## src/rtl/barrel_shifter_drain_pkg.sv

```systemverilog
// barrel_shifter_drain_pkg: shared constants and element-slice helper for the shifter and its drain
package barrel_shifter_drain_pkg;
    localparam int N = 16;
    localparam int WIDTH = 8;
    localparam int K = $clog2(N);
    localparam int DEPTH = 4;
    localparam int PTR_W = $clog2(DEPTH);
    localparam int CNT_W = PTR_W + 1;
    localparam int VEC_W = N * WIDTH;

    function automatic int elem_lsb(input int e);
        return e * WIDTH;
    endfunction
endpackage

```

## src/rtl/barrel_shifter_drain_if.sv

```systemverilog
// barrel_shifter_drain_if: vector input, element stream output and status of the drain
interface barrel_shifter_drain_if;
    import barrel_shifter_drain_pkg::*;
    logic             in_valid;
    logic [VEC_W-1:0] in;
    logic             out_valid;
    logic             out_ready;
    logic [WIDTH-1:0] out_data;
    logic [K-1:0]     out_idx;
    logic             out_last;
    logic [CNT_W-1:0] free_slots;
    logic             overflow;
    modport master (
        output in_valid, in, out_ready,
        input  out_valid, out_data, out_idx, out_last, free_slots, overflow
    );
    modport slave (
        input  in_valid, in, out_ready,
        output out_valid, out_data, out_idx, out_last, free_slots, overflow
    );
endinterface

```

## src/rtl/bs_vec_fifo.sv

```systemverilog
// bs_vec_fifo: DEPTH x VEC_W register FIFO; caller guarantees push only when not full or popping
module bs_vec_fifo
    import barrel_shifter_drain_pkg::*;
(
    input  logic             clk,
    input  logic             rst,
    input  logic             push,
    input  logic             pop,
    input  logic [VEC_W-1:0] wdata,
    output logic [VEC_W-1:0] rdata,
    output logic             full,
    output logic             empty,
    output logic [CNT_W-1:0] count
);
    logic [VEC_W-1:0] mem [DEPTH];
    logic [PTR_W-1:0] wr_ptr, rd_ptr;

    always_ff @(posedge clk)
        if (push) mem[wr_ptr] <= wdata;

    always_ff @(posedge clk or posedge rst) begin
        if (rst) begin
            wr_ptr <= '0;
            rd_ptr <= '0;
            count  <= '0;
        end else begin
            if (push) wr_ptr <= wr_ptr + PTR_W'(1);
            if (pop) rd_ptr <= rd_ptr + PTR_W'(1);
            count <= (push && !pop) ? count + CNT_W'(1) :
                     (pop && !push) ? count - CNT_W'(1) : count;
        end
    end

    assign rdata = mem[rd_ptr];
    assign full  = count == CNT_W'(DEPTH);
    assign empty = count == '0;
endmodule

```

## src/rtl/barrel_shifter_drain.sv

```systemverilog
// barrel_shifter_drain: buffers rotated vectors and streams their elements one per cycle
module barrel_shifter_drain
    import barrel_shifter_drain_pkg::*;
(
    input logic clk,
    input logic rst,
    barrel_shifter_drain_if.slave bus
);
    logic [VEC_W-1:0] rdata;
    logic [CNT_W-1:0] count;
    logic [K-1:0]     elem_idx;
    logic             full, empty, hs, last, pop, push, overflow;

    assign last = elem_idx == K'(N - 1);
    assign hs   = !empty && bus.out_ready;
    assign pop  = hs && last;
    // a full FIFO can still take a vector when its head leaves on the same edge
    assign push = bus.in_valid && (!full || pop);

    bs_vec_fifo u_fifo (
        .clk(clk), .rst(rst), .push(push), .pop(pop), .wdata(bus.in),
        .rdata(rdata), .full(full), .empty(empty), .count(count)
    );

    always_ff @(posedge clk or posedge rst) begin
        if (rst) begin
            elem_idx <= '0;
            overflow <= 1'b0;
        end else begin
            if (hs) elem_idx <= last ? '0 : elem_idx + K'(1);
            if (bus.in_valid && !push) overflow <= 1'b1;
        end
    end

    assign bus.out_valid  = !empty;
    assign bus.out_data   = empty ? '0 : rdata[elem_lsb(int'(elem_idx)) +: WIDTH];
    assign bus.out_idx    = elem_idx;
    assign bus.out_last   = !empty && last;
    assign bus.free_slots = CNT_W'(DEPTH) - count;
    assign bus.overflow   = overflow;
endmodule

```

## src/flat_wrapper.sv

```systemverilog
// flat-port wrapper written by rule: the top's interface ports become plain ports
module barrel_shifter_drain_flat import barrel_shifter_drain_pkg::*;
  (clk, rst, bus_in_valid, bus_in, bus_out_ready, bus_out_valid, bus_out_data, bus_out_idx, bus_out_last, bus_free_slots, bus_overflow);
  barrel_shifter_drain_if bus_i ();
  input logic clk;
  input logic rst;
  input wire logic [$bits(bus_i.in_valid)-1:0] bus_in_valid;
  input wire logic [$bits(bus_i.in)-1:0] bus_in;
  input wire logic [$bits(bus_i.out_ready)-1:0] bus_out_ready;
  output wire logic [$bits(bus_i.out_valid)-1:0] bus_out_valid;
  output wire logic [$bits(bus_i.out_data)-1:0] bus_out_data;
  output wire logic [$bits(bus_i.out_idx)-1:0] bus_out_idx;
  output wire logic [$bits(bus_i.out_last)-1:0] bus_out_last;
  output wire logic [$bits(bus_i.free_slots)-1:0] bus_free_slots;
  output wire logic [$bits(bus_i.overflow)-1:0] bus_overflow;
  assign bus_i.in_valid = bus_in_valid;
  assign bus_i.in = bus_in;
  assign bus_i.out_ready = bus_out_ready;
  assign bus_out_valid = bus_i.out_valid;
  assign bus_out_data = bus_i.out_data;
  assign bus_out_idx = bus_i.out_idx;
  assign bus_out_last = bus_i.out_last;
  assign bus_free_slots = bus_i.free_slots;
  assign bus_overflow = bus_i.overflow;
  barrel_shifter_drain u_core (.clk(clk), .rst(rst), .bus(bus_i));
endmodule
```

## config.mk

```make
export PLATFORM = sky130hd
export DESIGN_NAME = barrel_shifter_drain_flat
export DESIGN_NICKNAME = d
export VERILOG_FILES = /design/src/rtl/barrel_shifter_drain_pkg.sv /design/src/rtl/barrel_shifter_drain_if.sv /design/src/rtl/bs_vec_fifo.sv /design/src/rtl/barrel_shifter_drain.sv /design/src/flat_wrapper.sv
export SDC_FILE = /design/constraint.sdc
export NUM_CORES = 1
export LEC_CHECK = 0
export CORE_MARGIN = 1.5
export CORE_UTILIZATION = 45
export DETAILED_ROUTE_END_ITERATION = 12
export SYNTH_ARGS = -nofsm -noshare
export SYNTH_HDL_FRONTEND = slang
export SYNTH_SLANG_ARGS = --single-unit
```

## constraint.sdc

```tcl
create_clock -name clk -period 6.6 [get_ports clk]
set_input_delay 0.66 -clock clk [delete_from_list [all_inputs] [get_ports clk]]
set_output_delay 0.66 -clock clk [all_outputs]
set_load 0.02 [all_outputs]
```

==> out/results.txt <==
In this run the remaining antenna-violating nets after routing total 0. The wire length of the first global-routing pass is 67700 um, and the average routed wire per standard cell is 25.0 um. Yosys printed 0 warnings. For the max-cap violation count, the log shows 0.

The run gives 45700 um as the total routed wirelength. For the data arrival at the endpoint of the critical path, the log shows 4.32 ns. At the end of the flow, the number of nets in the layout was 1338. TritonCTS built the clock tree. The headroom to the max-slew limit was 0.217.

Counting flops with a built-in enable in the synthesized netlist gives 512. The final-layout setup total negative slack was 0 ns. Static leakage: 7.59 nW.

The number of port buffers is 149. The cell accounting for the most synthesized area was sky130_fd_sc_hd__edfxtp_1. The setup clock skew after layout was 0.0130 ns. Clock root buffer master: sky130_fd_sc_hd__clkbuf_16.

For this design, the CTS-stage hold fixing added 0 buffers. The area of the die was 0.0465 mm2. The worst setup path is captured at an output port. For the share of the core filled with cells, the log shows 0.541. The mean number of vias per cell came out at 5.61.

STA classifies the critical path startpoint as a flip-flop. The fraction of final layout cells sized beyond drive strength 1 is 0.122, and the initial detailed-routing violation count is 867. The class of the most critical hold timing path was in -> async.

The pin count of the biggest net entering global routing was 73; the largest fanout on the critical path was 48. The number of buffers on the longest clock path was 3; the number of antenna violations at the first check in global routing was 1. The final max-slew violation count came out at 0. The slew at the pin closest to its max-slew limit was 1.17 ns; the layout overhead on the synthesized area was 18.1%.

Row generation in the floorplan step produced 77 rows. The number of flip-flops and latches in the synthesized netlist is 524, and the fmax is 0.201 GHz. Count of endpoints failing hold in the final timing report: 0. The fraction of synthesis flops using an asynchronous set or reset pin was 0.0229; the global-route usage over all layers was 0.198.

The tools report the peak supply drop as 305 uV. The run gives 0.770 as the sequential-to-total area share from yosys stat. The cell count after synthesis came out at 1032. After legalization and detailed placement, the total HPWL measured 27700 um. The logs give 10400 for the via count of the first global-routing pass and 0 for the remaining design rule violation count.

Routability-driven placement finished with a final weighted congestion of 0.754. For the worst-skew pair, the clock arrives at the later sink with an insertion delay of 0.59 ns. Once the clock tree was built, the resizer swapped 0 gates to a different size. The tools report the count of H-tree levels built during CTS as 2.

The class of the most critical setup path is reg -> out. Pin placement for this block handled 150 I/O pins. The post-route minimum period is 4.98 ns, and the post-CTS repair timing setup buffer count is 0. The most frequently used flop master after synthesis is sky130_fd_sc_hd__edfxtp_1. In this run the power density over the cells is 444 mW/mm2. The share of Yosys cell area claimed by the top area cell type is 0.755, and the total number of clock tree sinks is 524. The worst register-to-register path has a depth of 8. The mean instance size in the synthesized netlist works out to 19.7 um2. Total design power: 10.7 mW. Counting distinct cell types in the post-synthesis netlist gives 36. The post-route fraction of the period consumed by the critical path is 0.755, and the data required time at the worst endpoint is 5.94 ns. The height of the die came out at 216 um. For this run, the detailed router's first-pass iteration total came to 5. The run finished with clean final reports. The run gives 0 as the number of setup violations in the final report.

Setup repair after global routing left no endpoint under its margin. Sorting the synthesized cells by area gives the leading types as sky130_fd_sc_hd__edfxtp_1 76%, sky130_fd_sc_hd__mux2i_1 7.5%, sky130_fd_sc_hd__mux4_2 5.8%. 0 antenna diodes ended up in the layout. The total area inside the core boundary comes to 0.0444 mm2.

After clock tree synthesis, the clock-pin slew on the worst setup and hold paths is 0.06 ns. Counting the buffers created by CTS gives 53. Measured along the x axis, the die boundary spans 216 um.

The logs give 0.458 for the effective utilization at floorplan and 10300 for the via total after detailed routing. The run gives 1174 as the total nets after synthesis. The tools report the total congestion overflow as 0.

The total standard cell area after synthesis is 0.0204 mm2.
state kept, by name, indices dropped and copies added, names as in the netlist:
| register | flops |
|---|---|
| u_core.bus.overflow | 1 |
| u_core.u_fifo.mem | 512 |
| u_core.bus.out_idx | 4 |
| u_core.u_fifo.wr_ptr | 2 |
| u_core.u_fifo.rd_ptr | 2 |
| u_core.u_fifo.count | 3 |
final timing paths:
path                                    startpoint                      end  slack (ns)
setup / recovery           u_core.u_fifo.rd_ptr[0]          bus_out_data[4]        1.62
hold / removal                                 rst   u_core.u_fifo.count[1]        0.42
setup reg to reg            u_core.u_fifo.count[0]  u_core.u_fifo.mem[1][7]        2.71
hold reg to reg                u_core.bus.overflow      u_core.bus.overflow        0.47
max in group asynchronous                      rst  u_core.u_fifo.rd_ptr[1]        5.80
min in group clk               u_core.bus.overflow      u_core.bus.overflow        0.47
where the power goes:
group	total [mW]	internal (mW)	leakage (nW)	switching (mW)
clock	2.73	1.55	0.769	1.18
combinational	3.21	1.30	2.00	1.91
sequential	4.73	4.38	4.83	0.349
cell type report:
| class | count | area, um2 |
|---|---|---|
| clock inverter | 24 | 135 |
| fill | 3468 | 20400 |
| inverter | 11 | 41.3 |
| multi-input combinational | 437 | 4290 |
| sequential | 524 | 15700 |
| timing repair buffer | 169 | 1700 |
| clock buffer | 71 | 1440 |
| tap | 592 | 741 |
placed cells by master, fill, tap and decap left out, types with 9 or more instances in the layout:
cell type,count
sky130_fd_sc_hd__a211oi_1,15
sky130_fd_sc_hd__a21oi_1,33
sky130_fd_sc_hd__a221oi_1,21
sky130_fd_sc_hd__a22oi_1,24
sky130_fd_sc_hd__buf_4,15
sky130_fd_sc_hd__clkbuf_1,16
sky130_fd_sc_hd__clkbuf_16,55
sky130_fd_sc_hd__clkdlybuf4s50_1,149
sky130_fd_sc_hd__clkinv_1,14
sky130_fd_sc_hd__dfrtp_1,10
sky130_fd_sc_hd__edfxtp_1,512
sky130_fd_sc_hd__ha_1,9
sky130_fd_sc_hd__inv_1,11
sky130_fd_sc_hd__mux2i_1,152
sky130_fd_sc_hd__mux4_2,52
sky130_fd_sc_hd__nand2_1,29
sky130_fd_sc_hd__nand3_1,11
sky130_fd_sc_hd__o21ai_0,19
sky130_fd_sc_hd__o221ai_1,15
sky130_fd_sc_hd__o22ai_1,16
synth_stat cells (2+ instances only):
cell type                  count
sky130_fd_sc_hd__nand4_1       2
sky130_fd_sc_hd__nor2_1        6
sky130_fd_sc_hd__o221ai_1     15
sky130_fd_sc_hd__buf_12        3
sky130_fd_sc_hd__mux2i_1     152
sky130_fd_sc_hd__a22o_1        8
sky130_fd_sc_hd__xnor2_1       5
sky130_fd_sc_hd__o22ai_1      16
sky130_fd_sc_hd__buf_4        10
sky130_fd_sc_hd__and2_1        4
sky130_fd_sc_hd__dfrtp_1      12
sky130_fd_sc_hd__buf_6         4
sky130_fd_sc_hd__a211oi_1     15
sky130_fd_sc_hd__a221oi_1     21
sky130_fd_sc_hd__xor2_1        2
sky130_fd_sc_hd__ha_1          9
sky130_fd_sc_hd__nor2b_1       5
sky130_fd_sc_hd__nand2_1      29
sky130_fd_sc_hd__inv_1        11
sky130_fd_sc_hd__a21oi_1      33
sky130_fd_sc_hd__clkbuf_1     21
sky130_fd_sc_hd__buf_2        22
sky130_fd_sc_hd__edfxtp_1    512
sky130_fd_sc_hd__mux4_2       52
sky130_fd_sc_hd__a22oi_1      24
sky130_fd_sc_hd__nand3_1      11
sky130_fd_sc_hd__o21ai_0      19
cells by family after synthesis:
logic type / synth area share
and+or+nand+nor: 0.0136
DFF: 0.770
xor gates and xnor gates: 0.00301
adders and majority gates: 0.00651
AOI/OAI and AO/OA: 0.0526
muxes: 0.134
buffers and inverters: 0.0202
metrics by stage:
stage	worst slack, ns	area (um2)	std cells	hold WS, ns
after detailed placement	2.14	22500	1733	0.457
after global placement	2.12	22500	1733	0.455
after CTS	1.51	24000	1828	0.411
after global routing	1.38	24000	1828	0.458
after floorplan	1.34	20400	1032	0.522
final	1.62	24000	1828	0.417
critical path, cell delays in order, from the launching register on:
cell	delay (ns)
sky130_fd_sc_hd__dfrtp_4	0.99
sky130_fd_sc_hd__buf_4	0.73
sky130_fd_sc_hd__mux4_2	0.58
sky130_fd_sc_hd__a211oi_1	0.32
sky130_fd_sc_hd__a22oi_1	0.20
sky130_fd_sc_hd__a22o_1	0.28
sky130_fd_sc_hd__clkdlybuf4s50_1	0.56
routing by layer:
metal / share of wire / GRT usage / up-vias
met1: 0.43 / 0.276 / 5311
met5: 0 / 0 / -
met4: 0.017 / 0.0524 / 0
met3: 0.057 / 0.0342 / 49
li1: - / - / 4567
met2: 0.49 / 0.323 / 324
Note: power is estimated with default switching activity, not from simulation.
